===== src/rtl/acc_cpu_mc.sv =====
// acc_cpu_mc: multi-cycle accumulator CPU with a wait-state memory handshake.
// Define ACC_CPU_OVF_EN to add the signed-overflow flag output ovf.
`timescale 1ns/1ps
module acc_cpu_mc #(
  parameter int unsigned DATA_W   = 8,
  parameter int unsigned ADR_W    = 5,
  parameter int unsigned RESET_PC = 0
) (
  input  logic              clk,
  input  logic              reset,
  output logic [ADR_W-1:0]  adr_bus,
  output logic              rd_mem,
  output logic              wr_mem,
  input  logic [DATA_W-1:0] data_bus_in,
  output logic [DATA_W-1:0] data_bus_out,
  input  logic              mem_ready,
  output logic              carry,
  output logic              zero,
  output logic              halted
`ifdef ACC_CPU_OVF_EN
  ,
  output logic              ovf
`endif
);

  localparam int unsigned OP_W = 3;
  localparam logic [OP_W-1:0] OP_LDA = 3'b000;
  localparam logic [OP_W-1:0] OP_STA = 3'b001;
  localparam logic [OP_W-1:0] OP_ADD = 3'b010;
  localparam logic [OP_W-1:0] OP_SUB = 3'b011;
  localparam logic [OP_W-1:0] OP_AND = 3'b100;
  localparam logic [OP_W-1:0] OP_JMP = 3'b101;
  localparam logic [OP_W-1:0] OP_JZ  = 3'b110;

  typedef enum logic [2:0] {
    S_START, S_FETCH, S_DECODE, S_EXEC_RD, S_EXEC_WR, S_HALT
  } state_t;

  state_t              state_q, state_d;
  logic [ADR_W-1:0]    pc_q, pc_d;
  logic [ADR_W-1:0]    ia_q, ia_d;
  logic [OP_W-1:0]     op_q, op_d;
  logic [DATA_W-1:0]   ac_q, ac_d;
  logic                c_q, c_d;
  logic [DATA_W:0]     sum, diff;
  logic [ADR_W-1:0]    adr_d;
  logic                rd_d, wr_d;
  logic [DATA_W-1:0]   dout_d;
`ifdef ACC_CPU_OVF_EN
  logic                ovf_q, ovf_d;
`endif

  // Bus outputs are registered from the next state so they stay glitch-free Moore outputs.
  always_ff @(posedge clk or negedge reset) begin
    if (!reset) begin
      state_q      <= S_START;
      pc_q         <= ADR_W'(RESET_PC);
      ia_q         <= '0;
      op_q         <= '0;
      ac_q         <= '0;
      c_q          <= 1'b0;
      adr_bus      <= '0;
      rd_mem       <= 1'b0;
      wr_mem       <= 1'b0;
      data_bus_out <= '0;
      zero         <= 1'b1;
      halted       <= 1'b0;
`ifdef ACC_CPU_OVF_EN
      ovf_q        <= 1'b0;
`endif
    end else begin
      state_q      <= state_d;
      pc_q         <= pc_d;
      ia_q         <= ia_d;
      op_q         <= op_d;
      ac_q         <= ac_d;
      c_q          <= c_d;
      adr_bus      <= adr_d;
      rd_mem       <= rd_d;
      wr_mem       <= wr_d;
      data_bus_out <= dout_d;
      zero         <= (ac_d == '0);
      halted       <= (state_d == S_HALT);
`ifdef ACC_CPU_OVF_EN
      ovf_q        <= ovf_d;
`endif
    end
  end

  assign carry = c_q;
`ifdef ACC_CPU_OVF_EN
  assign ovf = ovf_q;
`endif

  // Next-state, datapath update and next bus outputs.
  always_comb begin
    state_d = state_q;
    pc_d    = pc_q;
    ia_d    = ia_q;
    op_d    = op_q;
    ac_d    = ac_q;
    c_d     = c_q;
`ifdef ACC_CPU_OVF_EN
    ovf_d   = ovf_q;
`endif
    sum     = {1'b0, ac_q} + {1'b0, data_bus_in};
    diff    = {1'b0, ac_q} - {1'b0, data_bus_in};
    adr_d   = '0;
    rd_d    = 1'b0;
    wr_d    = 1'b0;
    dout_d  = '0;

    case (state_q)
      S_START: state_d = S_FETCH;
      S_FETCH: begin
        if (mem_ready) begin
          op_d    = data_bus_in[DATA_W-1 -: OP_W];
          ia_d    = data_bus_in[ADR_W-1:0];
          pc_d    = pc_q + ADR_W'(1);
          state_d = S_DECODE;
        end
      end
      S_DECODE: begin
        case (op_q)
          OP_LDA, OP_ADD, OP_SUB, OP_AND: state_d = S_EXEC_RD;
          OP_STA: state_d = S_EXEC_WR;
          OP_JMP: begin
            pc_d    = ia_q;
            state_d = S_FETCH;
          end
          OP_JZ: begin
            if (ac_q == '0) pc_d = ia_q;
            state_d = S_FETCH;
          end
          default: state_d = S_HALT;
        endcase
      end
      S_EXEC_RD: begin
        if (mem_ready) begin
          case (op_q)
            OP_ADD: begin
              {c_d, ac_d} = sum;
`ifdef ACC_CPU_OVF_EN
              ovf_d = (ac_q[DATA_W-1] == data_bus_in[DATA_W-1]) &&
                      (sum[DATA_W-1] != ac_q[DATA_W-1]);
`endif
            end
            OP_SUB: begin
              {c_d, ac_d} = diff;
`ifdef ACC_CPU_OVF_EN
              ovf_d = (ac_q[DATA_W-1] != data_bus_in[DATA_W-1]) &&
                      (diff[DATA_W-1] != ac_q[DATA_W-1]);
`endif
            end
            OP_AND:  ac_d = ac_q & data_bus_in;
            default: ac_d = data_bus_in;
          endcase
          state_d = S_FETCH;
        end
      end
      S_EXEC_WR: if (mem_ready) state_d = S_FETCH;
      S_HALT:    state_d = S_HALT;
      default:   state_d = S_START;
    endcase

    case (state_d)
      S_FETCH: begin
        adr_d = pc_d;
        rd_d  = 1'b1;
      end
      S_EXEC_RD: begin
        adr_d = ia_d;
        rd_d  = 1'b1;
      end
      S_EXEC_WR: begin
        adr_d  = ia_d;
        wr_d   = 1'b1;
        dout_d = ac_d;
      end
      default: ;
    endcase
  end

endmodule


===== config.mk =====
export PLATFORM = sky130hd
export DESIGN_NAME = acc_cpu_mc
export DESIGN_NICKNAME = d
export VERILOG_FILES = /design/src/rtl/acc_cpu_mc.sv
export SDC_FILE = /design/constraint.sdc
export NUM_CORES = 1
export LEC_CHECK = 0
export ABC_AREA = 1
export CELL_PAD_IN_SITES_DETAIL_PLACEMENT = 0
export CELL_PAD_IN_SITES_GLOBAL_PLACEMENT = 2
export CORE_MARGIN = 1.5
export CORE_UTILIZATION = 31
export CTS_BUF_LIST = sky130_fd_sc_hd__clkbuf_8
export CTS_CLUSTER_DIAMETER = 50
export DETAILED_ROUTE_END_ITERATION = 12
export PLACE_DENSITY = 0.82
export SETUP_SLACK_MARGIN = 0.05
export SYNTH_ARGS = -nofsm -noshare
export SYNTH_HDL_FRONTEND = slang
export SYNTH_SLANG_ARGS = --single-unit
export TNS_END_PERCENT = 100

===== constraint.sdc =====
create_clock -name clk -period 2.2 [get_ports clk]
set_clock_uncertainty 0.2 [all_clocks]
set_input_delay 0.66 -clock clk [delete_from_list [all_inputs] [get_ports clk]]
set_output_delay 0.66 -clock clk [all_outputs]
set_load 0.05 [all_outputs]

==> reports/results.tsv <==
metric	value	unit
outcome	finished with violations	
violations	negative setup slack	
gp_congestion	0.825	
drt-initial-drc-count	100	
clock-root-buffer	clkbuf_8	
tritoncts	done	
final_layout_size_suffix_gt1_frac	0.391	
crit_slowest_cell	dfrtp_1	
drtPass1Iterations	4	
antenna_cells	0	
power	5.97	mW
period_needed	2.27	ns
final_nets	531	
wire_per_inst	14.1	um
path_cells	buf_6, ha_4, fa_2, buf_4, nand4_1, nand4_1, nand3_1, nand3_2, a21oi_4, nand2_1, nor2_2	
post-dp-hpwl	6.94	mm
setup_viol	3	
swShare	0.499	
final_cells	630	
fin_ws	-0.0663	ns
wirelength	8.91	mm
path_class	reg2reg	
grt_pass1_wl	14.7	mm
clock.fmax	441	MHz
cp-start-kind	register	
cts_max_level	2	
syn_nets	436	
synth_cell_types	38	
grt.overflow.total	0	
synth-seq-cells	42	
hp-class	in2async	
syn_avg_cell_area	7.28	um^2
die-area	10100	um^2
combPwrFrac	0.692	
clk_pin_slew	0.08	ns
cap_violations	0	
clkPwrFrac	0.086	
netlist_instances	405	
seq_area_frac_synth	0.357	
core_area	9240	um^2
arrival	2.30	ns
io_buffers	28	
rsz0062_at_grt	yes	
via_count	2831	
fin_crit_sh	1.03	
finalCoreUtilization	0.458	
antenna_found_initial	0	
setup_tns	-0.153	ns
r2r-end	zero$_DFF_PN1_	
io_pins	29	
p_per_area	1410	nW/um^2
clock_latency	0.29	ns
clk_path_buf_depth	2	
cts_buffers	5	
peakVddDrop	0.569	mV
synth_warnings	0	
grt_max_degree	43	
grt_usage	0.189	
crit_top_cell	nand4_1	
synth_area	2950	um^2
dp.cells	615	
start_util	0.319	
num_rows	35	
critPathMaxFanout	3	
finalHoldViolations	0	
slew_headroom	0.653	
max_stage_delay	0.42	ns
fp.dieH	101	um
critPathRequiredTime	2.23	ns
grt_pass1_vias	2892	
internal-power	2.99	mW
areaGrowthSynthToFinish	43.4	%
cts_num_sinks	42	
drc	0	
p_switching	2.98	mW
viasPerCell	4.49	
end_kind	register	
r2r_start	ac_q[0]$_DFF_PN0_	
die_w	101	um
worst_pin_slew	0.520	ns
drtAntennaViolNets	0	
drv_slew	0	
r2r_slack	-0.07	ns
seqPwrFrac	0.222	
place_ws	-0.887	ns
rr_worst_depth	11	
leakage	2.20	nW
power by group through the flow:
| stage | combinational (mW) | sequential [mW] | clock, mW |
|---|---|---|---|
| floorplan | 2.08 | 1.56 | 0 |
| global placement | 3.67 | 1.31 | 0 |
| detailed placement | 3.67 | 1.31 | 0 |
| CTS | 4.01 | 1.32 | 0.521 |
| global route | 4.59 | 1.36 | 0.559 |
| finish | 4.13 | 1.32 | 0.515 |
worst max-delay path by stage:
stage / from / to / slack, ns
after global placement: data_bus_in[2] / zero$_DFF_PN1_ / -0.88
after global routing: ac_q[0]$_DFF_PN0_ / zero$_DFF_PN1_ / -0.18
after floorplan: data_bus_in[0] / zero$_DFF_PN1_ / -0.04
final: ac_q[0]$_DFF_PN0_ / zero$_DFF_PN1_ / -0.07
after CTS: ac_q[0]$_DFF_PN0_ / zero$_DFF_PN1_ / -0.04
after detailed placement: data_bus_in[4] / zero$_DFF_PN1_ / -0.89
cells in the mapped netlist, drive strengths merged:
library cell	count	area share
a21boi	1	0.0025
a21oi	20	0.039
a31oi	3	0.011
and2	1	0.0021
and3	1	0.0021
buf	6	0.014
clkbuf	1	0.0017
clkinv	1	0.0017
dfrtp	41	0.35
dfstp	1	0.0089
fa	2	0.014
ha	18	0.076
inv	76	0.097
nand2	105	0.14
nand3	44	0.085
nand3b	1	0.0025
nand4	6	0.013
nor2	42	0.064
nor3	1	0.0055
o21ai	27	0.050
o221ai	1	0.0030
o22ai	1	0.0021
o311ai	3	0.0089
xor2	2	0.0059
flip-flops by register name (all words and copies together), names as in the netlist:
name / count
op_q: 3
state_q: 3
ac_q: 8
zero: 1
adr_bus: 5
carry: 1
rd_mem: 1
wr_mem: 1
ia_q: 5
data_bus_out: 8
pc_q: 5
halted: 1
area by class of cell:
type | count | area [um^2]
Clock inverter | 2 | 8.76
Sequential cell | 42 | 1050
Multi-Input combinational cell | 279 | 1880
Timing Repair Buffer | 95 | 753
Inverter | 77 | 293
Fill cell | 918 | 5010
Tap cell | 129 | 161
Clock buffer | 6 | 82.6
cell families (layout without fill, tap and decap cells):
| logic type | Yosys count | count (layout) | share of synthesized area |
|---|---|---|---|
| adders and majority gates | 20 | 20 | 0.0899 |
| buffers and inverters | 84 | 180 | 0.114 |
| DFF | 42 | 42 | 0.357 |
| and+or+nand+nor | 201 | 201 | 0.317 |
| xor gates and xnor gates | 2 | 2 | 0.00594 |
| AOI/OAI and AO/OA | 56 | 56 | 0.117 |
layer usage:
layer | vias to the layer above | global-route usage | wire length, um
met3 | 4 | 0.0291 | 285
met1 | 1318 | 0.264 | 4410
met2 | 46 | 0.308 | 4160
met4 | 0 | 0.0423 | 50
met5 | - | 0 | 0
li1 | 1463 | - | -
metrics by stage:
stage               hold slack (ns)  instance area, um^2
global route                  0.269                 4230
finish                        0.222                 4230
detailed placement            0.300                 3810
global placement              0.303                 3810
CTS                           0.249                 4140
floorplan                     0.164                 2990
worst max-delay path, delay by kind of cell (launching register included):
kind            cells  cell delay (ns)
flops               1             0.42
buf+inv             2             0.29
compound gates      1             0.16
fa+ha+maj           2             0.50
simple gates        6             0.62
cell usage in the layout (no fill, tap or decap), types with 7 or more instances in the layout:
cell / count
nand3_1: 32
ha_4: 11
buf_4: 77
nand2_1: 89
inv_1: 55
a21oi_1: 10
nor2_1: 30
nor2_2: 7
inv_2: 21
nand2_2: 13
o21ai_0: 14
o21ai_1: 10
buf_6: 7
dfrtp_1: 41
nand3_2: 10
repair_timing:
item                       CTS  global route
gates cloned                 0             0
setup endpoints to repair   24            16
setup buffers                6             3
hold buffers                 0             0
pin swaps                   35            29
gates resized for setup     79            28
Power figures use the tool's default switching activity.
==> RTL edit (same flow settings) <==
Set the localparam `OP_W` to 4 (it was 3).
--- a/src/rtl/acc_cpu_mc.sv
+++ b/src/rtl/acc_cpu_mc.sv
@@ -23,7 +23,7 @@
 `endif
 );
 
-  localparam int unsigned OP_W = 3;
+  localparam int unsigned OP_W = 4;
   localparam logic [OP_W-1:0] OP_LDA = 3'b000;
   localparam logic [OP_W-1:0] OP_STA = 3'b001;
   localparam logic [OP_W-1:0] OP_ADD = 3'b010;
Formal check against the unedited RTL: not equivalent (a bounded check fails within 4 cycles, from zero or initial values and one cycle with reset low).
==> RTL edit against the original RTL <==
- the run still ends with setup timing left
- synthesized area up 1.8%
- design area up 4.8%
- global-route usage about the same
- routed wire length up 0.99%
- sequential cell count up 1
- non-clock buffer count up 5
- power up 3.7%
- worst setup slack better by 24 ps
- critical path type unchanged
- largest power group unchanged
==> RTL edit: results (changes against the original RTL) <==
stage,metric,value,unit,change
grt,vias in the first global route,2972,,+2.8%
grt,Total GRT Usage,18.92,%,+0.032 points
pwr,P_comb,0.00415,W,
layout,Layout clock area frac,2.737,%,+0.58 points
sta,setup TNS,-60.70,ps,+92.57 ps
pwr,internal power,0.003181,W,+6.3%
clock_network,"CTS clk-pin slew, worst paths",90,ps,
clock_network,clock buffer depth,2,,unchanged
critical_path,reg-to-reg endpoint,data_bus_out[4],,
placement,placed cell count,636,,+3.4%
placement,RD Place Congestion,0.8470,,+2.6%
critical_path,Crit path arrival time,2260,ps,-40 ps
status,failing checks,setup timing,,
yosys,"top cells by area, synth","dfrtp_1, nand2_1, inv_1, ha_1, nand3_1",,
yosys,post-synthesis area per instance,7.116,µm²,-2.3%
clock_network,worst skew pair latency,300,ps,
yosys,Synth top cells by count,"nand2_1, inv_1, nand3_1",,
layout,final cell count without fillers,652,,+3.5%
sta,normalized max-slew margin,65.86,%,+0.52 points
layout,"Buffers, non-clock",100,,+5.3%
sta,final setup fails,2,,-1
floorplan,Tap Count,129,,unchanged
layout,share of cells above drive strength 1,42.83,%,+3.7 points
placement,Post-DP HPWL,6.982,mm,+0.58%
layout,multi-input combinational area share,44.53,%,+0.10 points
layout,non-clk buf share,18.14,%,+0.34 points
clock_network,Root Driver,clkbuf_8,,
clock_network,Clock H-tree levels,2,,unchanged
placement,DP Area,3919,µm²,+2.9%
yosys,"Async S/R FF share, synth",100.0,%,unchanged
layout,Seq/total area,24.38,%,-0.49 points
critical_path,worst r2r path cells,12,,+1
grt,first-pass GRT wire length,14.86,mm,+1.4%
yosys,Synth Register Bits,43,,+2.4%
layout,# fillers,950,,+3.5%
pwr,Clock Power Share,10.9,%,+2.3 points
layout,comb_multi_in,297,,+6.5%
grt,pin count of the biggest net entering global routing,24,,-44%
clock_network,Inserted Clock Buffers,5,,unchanged
route,Pre-antenna DRT Iters,4,,unchanged
route,DRT Wirelength,8.996,mm,+0.99%
grt,initial antenna violation count,0,,unchanged
layout,post-route cell area,4434,µm²,+4.8%
yosys,"Seq/Total Area, Yosys",35.88,%,+0.21 points
placement,IO Port Bufs,28,,unchanged
layout,clock buffers,6,,unchanged
pwr,leakage,2.291,nW,+4.0%
yosys,syn_nets,453,,+3.9%
layout,top flop regs,"ac_q x8, data_bus_out x8",,
layout,final net count,553,,+4.1%
yosys,Netlist cell types,35,,-7.9%
pwr,VDD IR max,0.5823,mV,+2.4%
status,status,finished with violations,,
layout,non-clock inverter count in the final layout,75,,-2.6%
sta,fin worst setup slack,-42.58,ps,+23.68 ps
critical_path,Worst Path Max Fanout,3,,unchanged
route,1st-iter DRT viols,95,,-5.0%
route,DR vias/cell,4.623,,+2.9%
[RTL edit: cell types whose count changed after synthesis, sizes merged, moves of 2 or more]
cell,before,now
nand2,105,122
a21oi,20,15
nor2,42,46
nand3,44,47
o311ai,3,0
xor2,2,0
[RTL edit: critical path, stage by stage, from the launching register on]
cell and delay [ps]:
dfrtp_1 420, buf_6 130, ha_4 150, fa_2 340, buf_4 150, nand3_2 80, nand2_1 60, nand2_1 80
nand3_2 80, nand3b_1 110, nand3_2 80, buf_4 140, a21oi_2 150
[RTL edit: cell families (layout without fill, tap and decap cells)]
kind of cell	count (synthesis)	in the layout	synth area share, %
buffers and inverters	83	183	10.96
and+or+nand+nor	224	225	33.96
xor gates and xnor gates	1	1	0.2917
adders and majority gates	20	20	8.834
AOI/OAI and AO/OA	51	51	10.08
DFF	43	43	35.88
[RTL edit: worst max path at each step]
stage | start | slack [ps] | end
floorplan | data_bus_in[0] | -80 | zero
global placement | data_bus_in[0] | -890 | zero
detailed placement | data_bus_in[0] | -900 | zero
CTS | ac_q[0] | -70 | zero
global route | ac_q[0] | -230 | zero
finish | ac_q[0] | -40 | data_bus_out[4]
[RTL edit: stage by stage]
stage	hold slack (ps)	power, W	setup slack (ps)
final	112.4	0.006190	-42.58
after global routing	152.7	0.006701	-227.4
after CTS	134.9	0.005914	-73.61
after detailed placement	301.7	0.004874	-903.3
after global placement	295.8	0.004863	-891.8
after floorplan	164.4	0.003584	-77.36
[RTL edit: what timing repair did]
item,in CTS,in global routing
gates cloned,1,0
resized for setup,66,58
buffers inserted,8,1
pin swaps,36,31
endpoints found under the setup margin,22,24
[RTL edit: routing by layer]
metal,vias up,GRT usage (%),part of all wire (%)
met3,18,2.622,2.7
met1,1421,26.41,48
met4,0,4.915,1.9
met5,-,0,0
li1,1524,-,-
met2,51,30.92,47
